## config.mk

```make
export PLATFORM = sky130hd
export DESIGN_NAME = qspi_xfer_arbiter
export DESIGN_NICKNAME = d
export VERILOG_FILES = /design/src/rtl/qspi_xfer_arbiter.sv
export SDC_FILE = /design/constraint.sdc
export NUM_CORES = 1
export LEC_CHECK = 0
export BUFFER_PORTS_ARGS = -buffer_cell sky130_fd_sc_hd__buf_2
export CAP_MARGIN = 30
export CORE_AREA = 2 2 128 130
export CTS_CLUSTER_DIAMETER = 200
export CTS_CLUSTER_SIZE = 28
export DETAILED_ROUTE_END_ITERATION = 16
export DIE_AREA = 0 0 130 132
export GPL_ROUTABILITY_DRIVEN = 0
export PLACE_DENSITY_LB_ADDON = 0.12
export SYNTH_ARGS = -nofsm -noshare
export SYNTH_HDL_FRONTEND = slang
export SYNTH_SLANG_ARGS = --single-unit
```

## constraint.sdc

```tcl
create_clock -name h_clk -period 2.9 [get_ports h_clk]
set_input_delay 0.435 -clock h_clk [delete_from_list [all_inputs] [get_ports h_clk]]
set_output_delay 0.435 -clock h_clk [all_outputs]
set_load 0.02 [all_outputs]
```

## src/rtl/qspi_xfer_arbiter.sv

```systemverilog
// ---------------------------------------------------------------------------
// qspi_xfer_arbiter
//
// Arbitrates between an XIP read requester and an indirect (register driven)
// requester for a single QSPI datapath, then sequences the granted transfer
// through CMD -> ADDR -> DUMMY -> DATA -> DONE. Phase lengths are counted in
// SCLK shift edges (sclk_tick_in); with no ticks the sequencer holds.
//
// Configuration macro:
//   QSPI_ARB_RR_EN  defined   : round-robin on simultaneous requests; the
//                               requester not granted last wins; the
//                               priority pointer moves at DONE.
//                   undefined : fixed priority, XIP wins simultaneous requests.
//
// Ports:
//   h_clk, h_rst          clock, asynchronous active-high reset
//   sclk_tick_in          one-cycle pulse per SCLK shift edge
//   lines_in              00 single, 01 dual, 10 quad, 11 single
//   addr_4b_in            1: 32-bit address, 0: 24-bit address
//   dummy_cycles_in       dummy SCLK count (0 skips DUMMY)
//   xip_*                 XIP requester: req, addr, beats (1..16), grant
//   ind_*                 indirect requester: req, cmd, addr enable, addr,
//                         byte count, grant
//   load_cmd_out/cmd_out  command shift-register load pulse and value
//   load_addr_out/addr_out address shift-register load pulse and value
//   phase_out             0 IDLE, 1 CMD, 2 ADDR, 3 DUMMY, 4 DATA, 5 DONE
//   shift_en_out          high in CMD and ADDR
//   sample_en_out         high in DATA
//   beat_done_out         pulse on the last tick of every 32-bit beat
//   done_out              pulse for the single DONE cycle
//   busy_out              high whenever phase_out != IDLE
// ---------------------------------------------------------------------------
module qspi_xfer_arbiter (
    input  logic        h_clk,
    input  logic        h_rst,
    input  logic        sclk_tick_in,
    input  logic [1:0]  lines_in,
    input  logic        addr_4b_in,
    input  logic [3:0]  dummy_cycles_in,
    input  logic        xip_req_in,
    input  logic [31:0] xip_addr_in,
    input  logic [4:0]  xip_beats_in,
    output logic        xip_grant_out,
    input  logic        ind_req_in,
    input  logic [7:0]  ind_cmd_in,
    input  logic        ind_addr_en_in,
    input  logic [31:0] ind_addr_in,
    input  logic [7:0]  ind_bytes_in,
    output logic        ind_grant_out,
    output logic        load_cmd_out,
    output logic [7:0]  cmd_out,
    output logic        load_addr_out,
    output logic [31:0] addr_out,
    output logic [2:0]  phase_out,
    output logic        shift_en_out,
    output logic        sample_en_out,
    output logic        beat_done_out,
    output logic        done_out,
    output logic        busy_out
);

    typedef enum logic [2:0] {
        PH_IDLE  = 3'd0,
        PH_CMD   = 3'd1,
        PH_ADDR  = 3'd2,
        PH_DUMMY = 3'd3,
        PH_DATA  = 3'd4,
        PH_DONE  = 3'd5
    } phase_t;

    // Lane code 11 behaves as single lane everywhere downstream.
    function automatic logic [1:0] norm_lines(input logic [1:0] l);
        return (l == 2'b11) ? 2'b00 : l;
    endfunction

    function automatic logic [7:0] xip_cmd(input logic [1:0] l, input logic a4);
        if (l == 2'b10) begin
            return a4 ? 8'hEC : 8'hEB;
        end else begin
            return a4 ? 8'h13 : 8'h03;
        end
    endfunction

    // Byte count rounded up to 32-bit beats; 9-bit sum so 8'hFF does not wrap.
    function automatic logic [6:0] ind_beats(input logic [7:0] b);
        return 7'(({1'b0, b} + 9'd3) >> 2);
    endfunction

    function automatic logic [5:0] addr_len(input logic [1:0] l, input logic a4);
        case (l)
            2'b01:   return a4 ? 6'd16 : 6'd12;
            2'b10:   return a4 ? 6'd8  : 6'd6;
            default: return a4 ? 6'd32 : 6'd24;
        endcase
    endfunction

    function automatic logic [5:0] beat_len(input logic [1:0] l);
        case (l)
            2'b01:   return 6'd16;
            2'b10:   return 6'd8;
            default: return 6'd32;
        endcase
    endfunction

    // {shift_en, sample_en, done, busy} as seen while sitting in phase p.
    function automatic logic [3:0] phase_flags(input phase_t p);
        return {(p == PH_CMD) || (p == PH_ADDR), p == PH_DATA, p == PH_DONE, p != PH_IDLE};
    endfunction

    phase_t      r_phase;
    logic        r_xip_grant;
    logic        r_ind_grant;
    logic        r_load_cmd;
    logic        r_load_addr;
    logic [7:0]  r_cmd;
    logic [31:0] r_addr;
    logic [1:0]  r_lines;
    logic        r_addr_4b;
    logic [3:0]  r_dummy;
    logic [6:0]  r_beats;
    logic        r_has_addr;
    logic [5:0]  r_cnt;
    logic [6:0]  r_beat_cnt;
    logic        r_shift_en;
    logic        r_sample_en;
    logic        r_beat_done;
    logic        r_done;
    logic        r_busy;

    logic [1:0]  w_lines;
    logic        w_pick_xip;
    logic        w_pick_ind;
    logic [5:0]  w_addr_last;
    logic [5:0]  w_beat_last;
    logic [5:0]  w_dummy_last;
    phase_t      w_after_dummy;
    phase_t      w_after_addr;
    phase_t      w_after_cmd;

    assign w_lines      = norm_lines(lines_in);
    assign w_addr_last  = addr_len(r_lines, r_addr_4b) - 6'd1;
    assign w_beat_last  = beat_len(r_lines) - 6'd1;
    assign w_dummy_last = {2'b00, r_dummy} - 6'd1;

    // Phases with a zero length are skipped by chaining to the next one.
    assign w_after_dummy = (r_beats != 7'd0) ? PH_DATA : PH_DONE;
    assign w_after_addr  = (r_dummy != 4'd0) ? PH_DUMMY : w_after_dummy;
    assign w_after_cmd   = r_has_addr ? PH_ADDR : w_after_addr;

`ifdef QSPI_ARB_RR_EN
    logic r_prio_ind;
    assign w_pick_xip = xip_req_in & (~ind_req_in | ~r_prio_ind);
`else
    assign w_pick_xip = xip_req_in;
`endif
    assign w_pick_ind = ind_req_in & ~w_pick_xip;

    // Arbitration and transfer sequencer.
    always_ff @(posedge h_clk or posedge h_rst) begin
        if (h_rst) begin
            r_phase     <= PH_IDLE;
            r_xip_grant <= 1'b0;
            r_ind_grant <= 1'b0;
            r_load_cmd  <= 1'b0;
            r_load_addr <= 1'b0;
            r_cmd       <= 8'd0;
            r_addr      <= 32'd0;
            r_lines     <= 2'd0;
            r_addr_4b   <= 1'b0;
            r_dummy     <= 4'd0;
            r_beats     <= 7'd0;
            r_has_addr  <= 1'b0;
            r_cnt       <= 6'd0;
            r_beat_cnt  <= 7'd0;
            r_shift_en  <= 1'b0;
            r_sample_en <= 1'b0;
            r_beat_done <= 1'b0;
            r_done      <= 1'b0;
            r_busy      <= 1'b0;
`ifdef QSPI_ARB_RR_EN
            r_prio_ind  <= 1'b0;
`endif
        end else begin
            r_load_cmd  <= 1'b0;
            r_load_addr <= 1'b0;
            r_beat_done <= 1'b0;
            case (r_phase)
                PH_IDLE: begin
                    if (w_pick_xip || w_pick_ind) begin
                        r_xip_grant <= w_pick_xip;
                        r_ind_grant <= w_pick_ind;
                        r_cmd       <= w_pick_xip ? xip_cmd(w_lines, addr_4b_in) : ind_cmd_in;
                        r_addr      <= w_pick_xip ? xip_addr_in : ind_addr_in;
                        r_beats     <= w_pick_xip ? {2'b00, xip_beats_in} : ind_beats(ind_bytes_in);
                        r_has_addr  <= w_pick_xip | ind_addr_en_in;
                        r_lines     <= w_lines;
                        r_addr_4b   <= addr_4b_in;
                        r_dummy     <= dummy_cycles_in;
                        r_cnt       <= 6'd0;
                        r_beat_cnt  <= 7'd0;
                        r_load_cmd  <= 1'b1;
                        r_phase     <= PH_CMD;
                        {r_shift_en, r_sample_en, r_done, r_busy} <= phase_flags(PH_CMD);
                    end else begin
                        r_xip_grant <= 1'b0;
                        r_ind_grant <= 1'b0;
                    end
                end
                PH_CMD: begin
                    if (sclk_tick_in) begin
                        if (r_cnt == 6'd7) begin
                            r_cnt       <= 6'd0;
                            r_load_addr <= (w_after_cmd == PH_ADDR);
                            r_phase     <= w_after_cmd;
                            {r_shift_en, r_sample_en, r_done, r_busy} <= phase_flags(w_after_cmd);
                        end else begin
                            r_cnt <= r_cnt + 6'd1;
                        end
                    end
                end
                PH_ADDR: begin
                    if (sclk_tick_in) begin
                        if (r_cnt == w_addr_last) begin
                            r_cnt   <= 6'd0;
                            r_phase <= w_after_addr;
                            {r_shift_en, r_sample_en, r_done, r_busy} <= phase_flags(w_after_addr);
                        end else begin
                            r_cnt <= r_cnt + 6'd1;
                        end
                    end
                end
                PH_DUMMY: begin
                    if (sclk_tick_in) begin
                        if (r_cnt == w_dummy_last) begin
                            r_cnt   <= 6'd0;
                            r_phase <= w_after_dummy;
                            {r_shift_en, r_sample_en, r_done, r_busy} <= phase_flags(w_after_dummy);
                        end else begin
                            r_cnt <= r_cnt + 6'd1;
                        end
                    end
                end
                PH_DATA: begin
                    if (sclk_tick_in) begin
                        if (r_cnt == w_beat_last) begin
                            r_cnt       <= 6'd0;
                            r_beat_done <= 1'b1;
                            if (r_beat_cnt == (r_beats - 7'd1)) begin
                                r_beat_cnt <= 7'd0;
                                r_phase    <= PH_DONE;
                                {r_shift_en, r_sample_en, r_done, r_busy} <= phase_flags(PH_DONE);
                            end else begin
                                r_beat_cnt <= r_beat_cnt + 7'd1;
                            end
                        end else begin
                            r_cnt <= r_cnt + 6'd1;
                        end
                    end
                end
                PH_DONE: begin
                    // Grant is held through DONE and released here.
                    r_xip_grant <= 1'b0;
                    r_ind_grant <= 1'b0;
                    r_phase     <= PH_IDLE;
                    {r_shift_en, r_sample_en, r_done, r_busy} <= phase_flags(PH_IDLE);
`ifdef QSPI_ARB_RR_EN
                    r_prio_ind  <= r_xip_grant;
`endif
                end
                default: begin
                    r_xip_grant <= 1'b0;
                    r_ind_grant <= 1'b0;
                    r_phase     <= PH_IDLE;
                    {r_shift_en, r_sample_en, r_done, r_busy} <= phase_flags(PH_IDLE);
                end
            endcase
        end
    end

    assign xip_grant_out = r_xip_grant;
    assign ind_grant_out = r_ind_grant;
    assign load_cmd_out  = r_load_cmd;
    assign cmd_out       = r_cmd;
    assign load_addr_out = r_load_addr;
    assign addr_out      = r_addr;
    assign phase_out     = r_phase;
    assign shift_en_out  = r_shift_en;
    assign sample_en_out = r_sample_en;
    assign beat_done_out = r_beat_done;
    assign done_out      = r_done;
    assign busy_out      = r_busy;

endmodule

```

==> impl_metrics.tcl <==
set metrics [dict create \
    post-route-cell-area_um2 5938 \
    num-nets-final 755 \
    critPathMaxFanout 5 \
    worst_hold_path_type "in -> async" \
    startpoint_type "register" \
    seq_pwr_share_pct 32.1 \
    tritoncts "done" \
    finalHoldViolCount 0 \
    cts_made_buffers 9 \
    synth_area_leader_cell "dfrtp_1" \
    grt_util_all_layers_pct 15.34 \
    clock_sinks 80 \
    synth.distinct_cells 60 \
    worstMarginPinSlew_ps 722.9 \
    antenna_cells 0 \
    post_layout_nonfiller_instances 867 \
    post_synth.cell_area_avg_um2 9.258 \
    worst_slew_margin_rel_pct 51.80 \
    initial_utilization_pct 29.52 \
    clock_power_share_pct 20.1 \
    yosys-top-cells-area "dfrtp_1 43%, mux2i_1 8.0%, o21ai_0 7.2%" \
    critical_path_capture_point_type "register" \
    fin_worst_skew_ps 8.461 \
    grt_start_max_net_pins 52 \
    post_synth_instance_area_um2 4638 \
    combinationalPowerShare_pct 47.8 \
    dpl.cell_count 850 \
    clk_transition_reported_paths_ps 60 \
    postRouteWirelength_um 12630 \
    firstDrtPassIters 4 \
    first_iter_violations 163 \
    synth.net_count 609 \
    clk-insertion-delay-late_ps 350 \
    vdd_ir_drop_max_v 0.0003541 \
    yosys_most_used_dff "dfrtp_1" \
    clock_tree.htree_level_count 3 \
    post-route-drc-count 0 \
    layout.cells.most_common "buf_2" \
    p_int_mw 3.526 \
    net-switching-power_mw 2.651 \
    yosys_reg_bits 80 \
    chipHeight_um 132 \
    wl_per_cell_um 14.57 \
    power_switching_share_pct 42.92 \
    fp-row-count 46 \
    overflow 0 \
    fin_crit_sh_pct 92.39 \
    layout.cells.most_common_list "149 x buf_2, 80 x dfrtp_1, 77 x nand2_1" \
    postRouteAntennaNets 0 \
    synth_largest_type_area_fraction_pct 43.16 \
    number_of_global_route_vias_before_repair 4059 \
    cts_hold_repair.buffers 0 \
    synth_enable_flop_cells 0 \
    dp_hpwl_um 9490 \
    clock-root-buffer "clkbuf_16" \
    p_leak_nw 2.848 \
    final_period_minus_worst_setup_slack_ps 2679 \
    worstSetupPathType "reg -> reg" \
    ys_async_sr_fraction_pct 100.0 \
    syn2layout_area_growth_pct 28.03 \
    syn_inst 501 \
    synth_seq_area_share_pct 43.16 \
    placeableCoreArea_um2 15710 \
    max_cap_violations 0 \
    total_power_mw 6.176 \
    grt_first_pass_wirelength_um 20720 \
    yosysWarnings 0 \
    post_drt_via_cell_ratio 4.660 \
    die-width_um 130 \
    power_density_nw_per_um2 1040 \
    fmaxAchievable_mhz 373.2 \
    totalNegativeSetupSlack_ps 0 \
    status "completed" \
    post_dp_cell_area_um2 5589 \
    number_of_antenna_violations_at_the_first_check_in_global_routing 1 \
    timing.critical_path.arrival_ps 2910 \
    routed-via-count 4040 \
    final_layout_size_suffix_gt1_share_pct 31.80 \
    maxSlewViolCount 0 \
    top_level_ports 150 \
    design.die.area_um2 17160 \
    port-buffer-count 149 \
    finalSetupViolCount 0 \
    timing.critical_path.required_ps 3130 \
    final_util_pct 37.79 \
    ctsLongestPathBuffers 2 \
]
[per-stage QoR]
stage	hold WS [ps]	setup WS [ps]
floorplan	492.7	201.8
global placement	458.7	131.0
CTS	141.9	16.79
global route	174.1	-5.788
finish	132.7	220.6
detailed placement	467.8	41.27
[critical path, stage by stage, from the launching register on]
cell and delay (ps):
dfrtp_1 370, inv_1 90, ha_1 310, nor2_1 80, o21ai_1 80, ha_1 290
xor2_1 150, nand2_1 110, a2111oi_4 230, o221ai_2 190, a21oi_4 200, buf_6 140
nor2_1 70, a31o_2 270
[flip-flops by register name, summed over array words and instances, names as in the netlist]
| signal | count |
|---|---|
| cmd_out | 8 |
| r_addr_4b | 1 |
| done_out | 1 |
| beat_done_out | 1 |
| r_has_addr | 1 |
| r_cnt | 6 |
| r_beats | 7 |
| xip_grant_out | 1 |
| addr_out | 32 |
| load_cmd_out | 1 |
| ind_grant_out | 1 |
| phase_out | 3 |
| shift_en_out | 1 |
| r_dummy | 4 |
| busy_out | 1 |
| r_lines | 2 |
| load_addr_out | 1 |
| r_beat_cnt | 7 |
| sample_en_out | 1 |
[cells in the mapped netlist (9+ instances only)]
cell type	instances
dfrtp_1	80
nand2_1	77
o21ai_0	67
mux2i_1	37
nor2_1	24
a21oi_1	22
inv_1	19
clkbuf_1	16
xnor2_1	14
nand3_1	11
ha_1	10
nor3_1	9
[final cells by class]
cell class              instances  area [um^2]
flip-flops and latches         80         2002
clock inverters                 6        92.59
clock buffers                   9        225.2
repair buffers                163        867.1
multi-input cells             373         2405
fillers                      1617         9774
inverters                      20        76.32
well taps                     216        270.3
[layer usage]
metal / track usage, % / vias to the layer above / routed length [um]
met5: 0 / - / 18
li1: - / 2036 / -
met1: 20.21 / 1836 / 5815
met4: 5.914 / 2 / 227
met2: 23.15 / 146 / 5559
met3: 5.154 / 20 / 1012
[path summary, 6_finish.rpt]
path                                         startpoint                  endpoint  slack, ps  cells after the start
worst max-delay path             r_lines[0]$_DFFE_PP0P_      r_cnt[5]$_DFFE_PP0P_        220                     13
worst min-delay path                              h_rst    cmd_out[5]$_DFFE_PP0P_        130                      2
worst max register to register   r_lines[0]$_DFFE_PP0P_      r_cnt[5]$_DFFE_PP0P_        220                     13
worst min register to register  addr_out[4]$_DFFE_PP0P_   addr_out[4]$_DFFE_PP0P_        480                      2
max in group asynchronous                         h_rst  addr_out[19]$_DFFE_PP0P_       2090                      3
min in group h_clk                   dummy_cycles_in[2]    r_dummy[2]$_DFFE_PP0P_        280                      3
[cells by family (layout without fill, tap and decap cells)]
| logic type | after synthesis | after routing | synth area share [%] |
|---|---|---|---|
| AND/OR/NAND/NOR | 166 | 166 | 17.08 |
| AO/OA/AOI/OAI | 133 | 133 | 17.80 |
| flip-flops | 80 | 80 | 43.16 |
| buffers and inverters | 48 | 198 | 5.503 |
| multiplexers | 42 | 42 | 9.604 |
| XOR/XNOR | 22 | 22 | 4.154 |
| adder cells (fa/ha/maj) | 10 | 10 | 2.698 |
[power by group through the flow]
| stage | logic, mW | clock network [mW] | registers [mW] |
|---|---|---|---|
| after global routing | 3.31 | 1.33 | 2.06 |
| after floorplan | 1.81 | 0 | 2.28 |
| final | 2.95 | 1.24 | 1.98 |
| after global placement | 2.92 | 0 | 1.99 |
| after CTS | 2.95 | 1.29 | 1.99 |
| after detailed placement | 2.96 | 0 | 1.99 |
[repair_timing]
item / CTS / global route
endpoints found under the setup margin: 0 / 12
buffers inserted: 0 / 2
gates resized for setup: 0 / 3
No activity file was read; power rests on OpenSTA's default activity.
